File: src/rtl/dtrig_former.sv
// Trigger former: turns the coincidence discriminator level into fixed-width
// trigger pulses with programmable dead time and saturating trigger/loss counters.
module dtrig_former #(
  parameter int DBITS = 10,
  parameter int PBITS = 4,
  parameter int CBITS = 32
) (
  input  logic             ADCCLK,
  input  logic             reset,
  input  logic             ddiscr,
  input  logic             inhibit,
  input  logic [PBITS-1:0] plen,
  input  logic [DBITS-1:0] deadtime,
  input  logic             cnt_clr,
  output logic             trig,
  output logic             busy,
  output logic [CBITS-1:0] trig_cnt,
  output logic [CBITS-1:0] lost_cnt
);

  localparam logic [1:0] S_IDLE  = 2'd0;
  localparam logic [1:0] S_PULSE = 2'd1;
  localparam logic [1:0] S_DEAD  = 2'd2;

  logic [1:0]       state_q, state_d;
  logic             trig_q, trig_d;
  logic             busy_q, busy_d;
  logic             ddiscr_q;
  logic [PBITS-1:0] pcnt_q, pcnt_d;
  logic [DBITS-1:0] dcnt_q, dcnt_d;
  logic [CBITS-1:0] tcnt_q, tcnt_d;
  logic [CBITS-1:0] lcnt_q, lcnt_d;
  logic             rise, acc, lost;

  assign rise = ddiscr & ~ddiscr_q;

  always_comb begin
    state_d = state_q;
    trig_d  = trig_q;
    pcnt_d  = pcnt_q;
    dcnt_d  = dcnt_q;
    acc     = 1'b0;
    lost    = 1'b0;
    case (state_q)
      S_IDLE: begin
        if (rise) begin
          if (!inhibit) begin
            state_d = S_PULSE;
            trig_d  = 1'b1;
            // plen==0 behaves like plen==1
            pcnt_d  = (plen == '0) ? '0 : plen - PBITS'(1);
            acc     = 1'b1;
          end else begin
            lost = 1'b1;
          end
        end
      end
      S_PULSE: begin
        lost = rise;
        if (pcnt_q == '0) begin
          trig_d = 1'b0;
          if (deadtime == '0) begin
            state_d = S_IDLE;
          end else begin
            state_d = S_DEAD;
            dcnt_d  = deadtime - DBITS'(1);
          end
        end else begin
          pcnt_d = pcnt_q - PBITS'(1);
        end
      end
      S_DEAD: begin
        lost = rise;
        if (dcnt_q == '0) state_d = S_IDLE;
        else              dcnt_d  = dcnt_q - DBITS'(1);
      end
      default: begin
        state_d = S_IDLE;
        trig_d  = 1'b0;
      end
    endcase
  end

  assign busy_d = (state_d != S_IDLE);

  // Clear wins over a same-cycle increment; counters stick at all-ones.
  always_comb begin
    tcnt_d = tcnt_q;
    lcnt_d = lcnt_q;
    if (cnt_clr) begin
      tcnt_d = '0;
      lcnt_d = '0;
    end else begin
      if (acc  && (tcnt_q != '1)) tcnt_d = tcnt_q + CBITS'(1);
      if (lost && (lcnt_q != '1)) lcnt_d = lcnt_q + CBITS'(1);
    end
  end

  // ddiscr_q resets high so a level already present at release is not an edge.
  always_ff @(posedge ADCCLK or posedge reset) begin
    if (reset) begin
      state_q  <= S_IDLE;
      trig_q   <= 1'b0;
      busy_q   <= 1'b0;
      ddiscr_q <= 1'b1;
      pcnt_q   <= '0;
      dcnt_q   <= '0;
      tcnt_q   <= '0;
      lcnt_q   <= '0;
    end else begin
      state_q  <= state_d;
      trig_q   <= trig_d;
      busy_q   <= busy_d;
      ddiscr_q <= ddiscr;
      pcnt_q   <= pcnt_d;
      dcnt_q   <= dcnt_d;
      tcnt_q   <= tcnt_d;
      lcnt_q   <= lcnt_d;
    end
  end

  assign trig     = trig_q;
  assign busy     = busy_q;
  assign trig_cnt = tcnt_q;
  assign lost_cnt = lcnt_q;

endmodule

File: config.mk
export PLATFORM = sky130hd
export DESIGN_NAME = dtrig_former
export DESIGN_NICKNAME = d
export VERILOG_FILES = /design/src/rtl/dtrig_former.sv
export SDC_FILE = /design/constraint.sdc
export NUM_CORES = 1
export LEC_CHECK = 0
export CORE_ASPECT_RATIO = 0.6
export CORE_MARGIN = 4
export CORE_UTILIZATION = 40
export DETAILED_ROUTE_END_ITERATION = 10
export HOLD_SLACK_MARGIN = 0.08
export MAX_ROUTING_LAYER = met4
export PLACE_DENSITY = 0.75
export SETUP_SLACK_MARGIN = 0.4
export SYNTH_ARGS = -nofsm -noshare
export SYNTH_HDL_FRONTEND = slang
export SYNTH_SLANG_ARGS = --single-unit
export TNS_END_PERCENT = 50
File: constraint.sdc
create_clock -name ADCCLK -period 4.6 [get_ports ADCCLK]
set_input_delay 0.92 -clock ADCCLK [delete_from_list [all_inputs] [get_ports ADCCLK]]
set_output_delay 0.92 -clock ADCCLK [all_outputs]
set_load 0.02 [all_outputs]
Yosys cells after proc, flatten, opt, wreduce, memory -nomap -nowiden. Cells that the tools add are included.

$add $sub $neg: 6. Equal/unequal tests: 10. Mux-type cells: 29. Bitwise logic cells: 3. Reductions and logical operators: 16.

Operators with widths (count): 2-to-1 mux 32 bit (4); adder 32 x 1 -> 32 bit, second input constant (2); != test 32 bit, second input constant (2); 2-to-1 mux 10 bit (3); zero test 10 bit (2); case mux 10 bit (2 select lines) (1); subtractor 10 x 1 -> 10 bit, second input constant (2); 2-to-1 mux 4 bit (4); != test 2 bit, second input constant (6); AND reduction 4 bit (3); 2-to-1 mux 2 bit (5); nonzero test 2 bit (5); zero test 4 bit (2); 2-to-1 mux 1 bit (8); case mux 4 bit (2 select lines) (1); subtractor 4 x 1 -> 4 bit, second input constant (2); case mux 2 bit (3 select lines) (1); case mux 1 bit (3 select lines) (1); equality test 2 x 1 -> 1 bit, second input constant (1); equality test 2 bit, second input constant (1); logical AND 1 bit (2); zero test 2 bit (1); NOT 1 bit (2); case mux 1 bit (2 select lines) (1); other kinds (2) (2).

Register bits: 83. Input port bits: 19.

Logic depth before layout (Yosys ltp).
Depth in word-level cells: 7. Gate-level depth with buffers: 12. Depth with buffers taken out: 9.

Worst setup path before layout. No wires, ideal clock.

Path type: reg-to-reg. Start: reg state_q[0]. End: reg dcnt_q[6]. Arrival: 3.164 ns. Required time: 4.496 ns. Slack: 1.332 ns. Cell stages (with the launch flop): 12. Period minus slack after synthesis: 3.268 ns. Cells stage by stage: dfrtp_1 -> inv_1 -> ha_1 -> clkbuf_1 -> clkbuf_1 -> buf_1 -> mux2i_1 -> ha_1 -> nor4bb_1 -> o22ai_1 -> mux2_2 -> a221oi_1.

Longest elaborated chain between the ends: 3.

Ends and longest elaborated chain: start, declared (RTL line 25) `logic [1:0] state_q, state_d;`; start signal, assigned (RTL line 111) `state_q <= state_d;`; equality test 2 bit / equality test 2 x 1 -> 1 bit (equally long branches) (RTL line 44) `case (state_q)`; != test 2 bit (no source line) / nonzero test 2 bit (equally long branches); AND reduction 4 bit (no source line); end signal, assigned (RTL line 116) `dcnt_q <= dcnt_d;`; end, declared (RTL line 30) `logic [DBITS-1:0] dcnt_q, dcnt_d;`.

Parallel ways exist; a longest one is shown, timed or not. A chain may end at the register's enable or synchronous reset.

Worst setup path in the final report.
Start: in ddiscr. End: reg tcnt_q[7], in the netlist trig_cnt[7].

Longest elaborated chain between the ends: 5.

Ends and longest elaborated chain: start, declared (RTL line 10) `input logic ddiscr,`; bitwise AND 1 bit (RTL line 35) `assign rise = ddiscr & ~ddiscr_q;`; 2-to-1 mux 1 bit (RTL line 46) `if (rise) begin`; 2-to-1 mux 1 bit (RTL line 44); logical AND 1 bit (RTL line 94) `if (acc && (tcnt_q != '1)) tcnt_d = tcnt_q + CBITS'(1);`; nonzero test 2 bit (no source line); end signal, assigned (RTL line 117) `tcnt_q <= tcnt_d;`; end, declared (RTL line 31) `logic [CBITS-1:0] tcnt_q, tcnt_d;`.

No other way between the ends.

==> metrics.txt <==
# TYPE chip_impl_metric gauge
chip_impl_metric{name="synth-edff-count",unit=""} 0
chip_impl_metric{name="area_of_the_placeable_core",unit="µm²"} 12300
chip_impl_metric{name="synth_largest_type_area_fraction",unit=""} 0.400
chip_impl_metric{name="syn_inst",unit=""} 575
chip_impl_info{name="cts-root-buf",value="clkbuf_16"} 1
chip_impl_metric{name="setup-tns-final",unit="ns"} 0
chip_impl_metric{name="netlist-cell-type-count",unit=""} 68
chip_impl_metric{name="nFillCells",unit=""} 1137
chip_impl_metric{name="cts_buffer_depth",unit=""} 2
chip_impl_metric{name="grt_overflow",unit=""} 0
chip_impl_info{name="synthMostInstantiatedCell",value="dfrtp_1"} 1
chip_impl_metric{name="drive_above_1_share",unit=""} 0.0612
chip_impl_metric{name="crit_fanout",unit=""} 12
chip_impl_metric{name="power_density",unit="nW/µm²"} 345
chip_impl_metric{name="antenna_cells_inserted",unit=""} 0
chip_impl_metric{name="wire_length_of_the_first_global_routing_pass",unit="µm"} 23900
chip_impl_metric{name="drt-vias-per-instance",unit=""} 6.07
chip_impl_metric{name="worst_ep_arrival_time",unit="ns"} 3.29
chip_impl_metric{name="multiInputGateArea",unit="µm²"} 2910
chip_impl_metric{name="clock_sink_count",unit=""} 83
chip_impl_info{name="worst_r2r_endpoint",value="dcnt_q[6]"} 1
chip_impl_metric{name="ys_seq_area_frac",unit=""} 0.405
chip_impl_metric{name="dieHeight",unit="µm"} 95.7
chip_impl_metric{name="synth_async_sr_flop_share",unit=""} 1.00
chip_impl_metric{name="iteration_count_of_the_initial_detailed_routing_pass",unit=""} 5
chip_impl_metric{name="track_usage",unit=""} 0.205
chip_impl_metric{name="post-cts-setup-buffer-count",unit=""} 0
chip_impl_metric{name="grt_start_max_net_pins",unit=""} 49
chip_impl_metric{name="fin_skew",unit="ns"} 0.00804
chip_impl_metric{name="chipWidth",unit="µm"} 154
chip_impl_metric{name="worst_slew_margin_rel",unit=""} 0.164
chip_impl_metric{name="rows",unit=""} 31
chip_impl_info{name="synth_top_cells_by_area",value="dfrtp_1 (40%), a21oi_1 (5.2%), or4_1 (4.1%), o31ai_1 (3.5%), nor2_1 (3.4%)"} 1
chip_impl_metric{name="timing.max_cap.violations",unit=""} 0
chip_impl_metric{name="report.final.slew_viol_count",unit=""} 0
chip_impl_metric{name="num_vias",unit=""} 4971
chip_impl_metric{name="antenna_found_initial",unit=""} 0
chip_impl_info{name="unrepaired_setup_endpoints_after_global_routing",value="false"} 1
chip_impl_metric{name="worst_skew_pair.late_latency",unit="ns"} 0.34
chip_impl_metric{name="post_cts_hold_buffer_count",unit=""} 0
chip_impl_metric{name="ir_worst_vdd",unit="mV"} 0.172
chip_impl_metric{name="timing.reg2reg.worst_path_depth",unit=""} 9
chip_impl_metric{name="met2_length",unit="µm"} 6090
chip_impl_metric{name="power.total",unit="mW"} 2.20
chip_impl_metric{name="area.sequential",unit="µm²"} 2080
chip_impl_metric{name="die_area",unit="µm²"} 14800
chip_impl_info{name="route.top_layer_used",value="met4"} 1
chip_impl_metric{name="max_clock_freq",unit="GHz"} 0.330
chip_impl_info{name="synthDominantAreaCellType",value="dfrtp_1"} 1
chip_impl_metric{name="cts_buf_count",unit=""} 9
chip_impl_info{name="crit_path_kind",value="in -> reg"} 1
chip_impl_info{name="element_type_at_the_critical_path_end",value="register"} 1
chip_impl_metric{name="power.net_switching",unit="µW"} 730
chip_impl_metric{name="grt_pass1_vias",unit=""} 4606
chip_impl_info{name="ys_top_cells_by_count",value="dfrtp_1 (82), a21oi_1 (53), nor2_1 (46)"} 1
chip_impl_info{name="timing.hold.worst.class",value="reg -> reg"} 1
chip_impl_metric{name="fin_util",unit=""} 0.520
chip_impl_metric{name="synthesis.nets",unit=""} 602
chip_impl_metric{name="ioPinCount",unit=""} 85
chip_impl_info{name="synth_ff_type",value="dfrtp_1"} 1
chip_impl_info{name="outcome",value="complete, no violations"} 1
chip_impl_metric{name="cp.required",unit="ns"} 4.86
chip_impl_metric{name="io_buffer_count",unit=""} 84
chip_impl_metric{name="flow.area_growth_from_synthesis",unit="%"} 24.6
chip_impl_metric{name="dp.final_hpwl",unit="µm"} 10400
chip_impl_metric{name="synth_seq_cells",unit=""} 83
chip_impl_metric{name="route.layer.met1.wl",unit="µm"} 7130
chip_impl_metric{name="pwr-share-clk",unit=""} 0.323
chip_impl_info{name="tritoncts_clock_tree",value="built"} 1
chip_impl_metric{name="p_sw_frac",unit=""} 0.331
chip_impl_metric{name="drt_iter0_drc",unit=""} 274
chip_impl_metric{name="cts_h_tree_depth",unit=""} 3
chip_impl_metric{name="seqPwrFrac",unit=""} 0.408
chip_impl_metric{name="ant_nets",unit=""} 0
chip_impl_metric{name="synth.cell_area",unit="µm²"} 5130
chip_impl_metric{name="post_cts.resized_instances",unit=""} 0
chip_impl_info{name="timing.critical_path.from_type",value="primary input"} 1
chip_impl_metric{name="cts.reportedPaths.clkPinSlew",unit="ns"} 0.06
chip_impl_metric{name="finalSetupViolCount",unit=""} 0
chip_impl_metric{name="routed_length_on_met3",unit="µm"} 1170
chip_impl_metric{name="routed_wire_length_per_instance",unit="µm"} 17.7
chip_impl_metric{name="place.gp.congestion",unit=""} 0.926
chip_impl_metric{name="nNetsFinal",unit=""} 678
chip_impl_metric{name="floorplan.initialDensity",unit=""} 0.417
chip_impl_metric{name="detail_route.wirelength",unit="µm"} 14500
chip_impl_metric{name="internal_power",unit="mW"} 1.47
chip_impl_info{name="crit_end",value="trig_cnt[7]"} 1
chip_impl_info{name="rr_startpoint",value="state_q[0]"} 1
chip_impl_metric{name="r2r_slack",unit="ns"} 1.61
chip_impl_metric{name="worst-slew-pin-transition",unit="ns"} 1.25
chip_impl_metric{name="post-route-drc-count",unit=""} 0
chip_impl_metric{name="comb_power_frac",unit=""} 0.268
chip_impl_metric{name="ys_warn_count",unit=""} 0
chip_impl_metric{name="synth.avg_cell_area",unit="µm²"} 8.92
chip_impl_info{name="timing.critical_path.from",value="ddiscr"} 1
chip_impl_metric{name="fin_crit_sh",unit=""} 0.659
chip_impl_metric{name="report.final.hold_viol_count",unit=""} 0
chip_impl_metric{name="final_period_minus_worst_setup_slack",unit="ns"} 3.03
chip_impl_metric{name="timing.hold.worst_path_depth",unit=""} 1
chip_impl_metric{name="leak_pwr",unit="nW"} 2.29
==> cell type report <==
class                           instances  area share
Clock buffer                           11      0.0380
Clock inverter                          3     0.00627
Inverter                               13     0.00783
Multi-Input combinational cell        456       0.455
Sequential cell                        83       0.325
Tap cell                              165      0.0323
Timing Repair Buffer                   88       0.136
==> worst max-delay path, stage by stage <==
cell,delay (ns)
clkdlybuf4s50_1,0.54
nor4bb_1,0.49
o21ai_0,0.55
or4_1,0.62
a21oi_1,0.15
==> power groups by stage <==
stage / clock, mW / combinational [mW] / sequential (mW)
after floorplan: 0 / 0.419 / 0.897
after global placement: 0 / 0.559 / 0.903
after detailed placement: 0 / 0.587 / 0.908
after CTS: 0.730 / 0.590 / 0.896
after global routing: 0.760 / 0.666 / 0.911
final: 0.712 / 0.591 / 0.899
==> cell usage in the layout, fill, tap and decap left out, types with 3 or more instances in the layout <==
cell	Yosys	layout
clkdlybuf4s50_1	0	83
dfrtp_1	82	82
a21oi_1	53	53
nor2_1	46	46
nand2_1	35	35
o21ai_0	34	34
nand3_1	29	29
or4_1	28	28
o31ai_1	24	24
nand4_1	24	24
or3_1	22	22
nor3_1	15	15
inv_1	13	12
nor2b_1	10	10
clkbuf_16	0	9
and4_1	8	8
and3_1	8	8
a211oi_1	8	8
xnor2_1	8	8
ha_1	8	8
xor2_1	7	7
nand2b_1	7	7
nor4_1	6	6
mux2_2	5	5
nor4b_1	4	4
mux2i_1	4	4
buf_4	0	4
nand4b_1	3	3
and2_1	3	3
o21a_1	3	3
a311oi_1	3	3
nor3b_1	3	3
clkinv_2	0	3
nand3b_1	3	3
o211ai_1	3	3
==> state kept, by name, indices dropped and copies added, names as in the netlist <==
name and flops:
trig_cnt 32, state_q 2, trig 1, busy 1
pcnt_q 4, dcnt_q 10, ddiscr_q 1, lost_cnt 32
==> cells by family (layout without fill, tap and decap cells) <==
| group | Yosys count | after routing | synth area share |
|---|---|---|---|
| compound gates | 153 | 153 | 0.190 |
| xor+xnor | 15 | 15 | 0.0256 |
| fa+ha+maj | 8 | 8 | 0.0195 |
| buf+inv | 36 | 115 | 0.0278 |
| flops | 83 | 83 | 0.405 |
| mux | 11 | 11 | 0.0232 |
| simple gates | 269 | 269 | 0.308 |
==> layer usage <==
| metal | up-vias | GRT usage |
|---|---|---|
| li1 | 2364 | - |
| met1 | 2415 | 0.301 |
| met2 | 180 | 0.284 |
| met3 | 12 | 0.0602 |
| met4 | 0 | 0.0345 |
| met5 | - | - |
==> stage by stage <==
stage | hold slack (ns) | setup WS, ns | area, µm² | instances
floorplan | 0.469 | 1.33 | 5130 | 575
global placement | 0.495 | 1.29 | 6110 | 805
detailed placement | 0.497 | 1.21 | 6110 | 805
CTS | 0.512 | 1.56 | 6390 | 819
global route | 0.541 | 1.28 | 6390 | 819
finish | 0.511 | 1.57 | 6390 | 819
==> how the worst min path moves through the flow <==
stage	end	slack, ns	startpoint
after floorplan	dcnt_q[0]	0.47	dcnt_q[0]
after global placement	dcnt_q[0]	0.49	dcnt_q[0]
after detailed placement	pcnt_q[1]	0.50	pcnt_q[1]
after CTS	pcnt_q[1]	0.51	pcnt_q[1]
after global routing	trig	0.54	trig
final	pcnt_q[1]	0.51	pcnt_q[1]
Note: power is estimated with default switching activity, not from simulation.
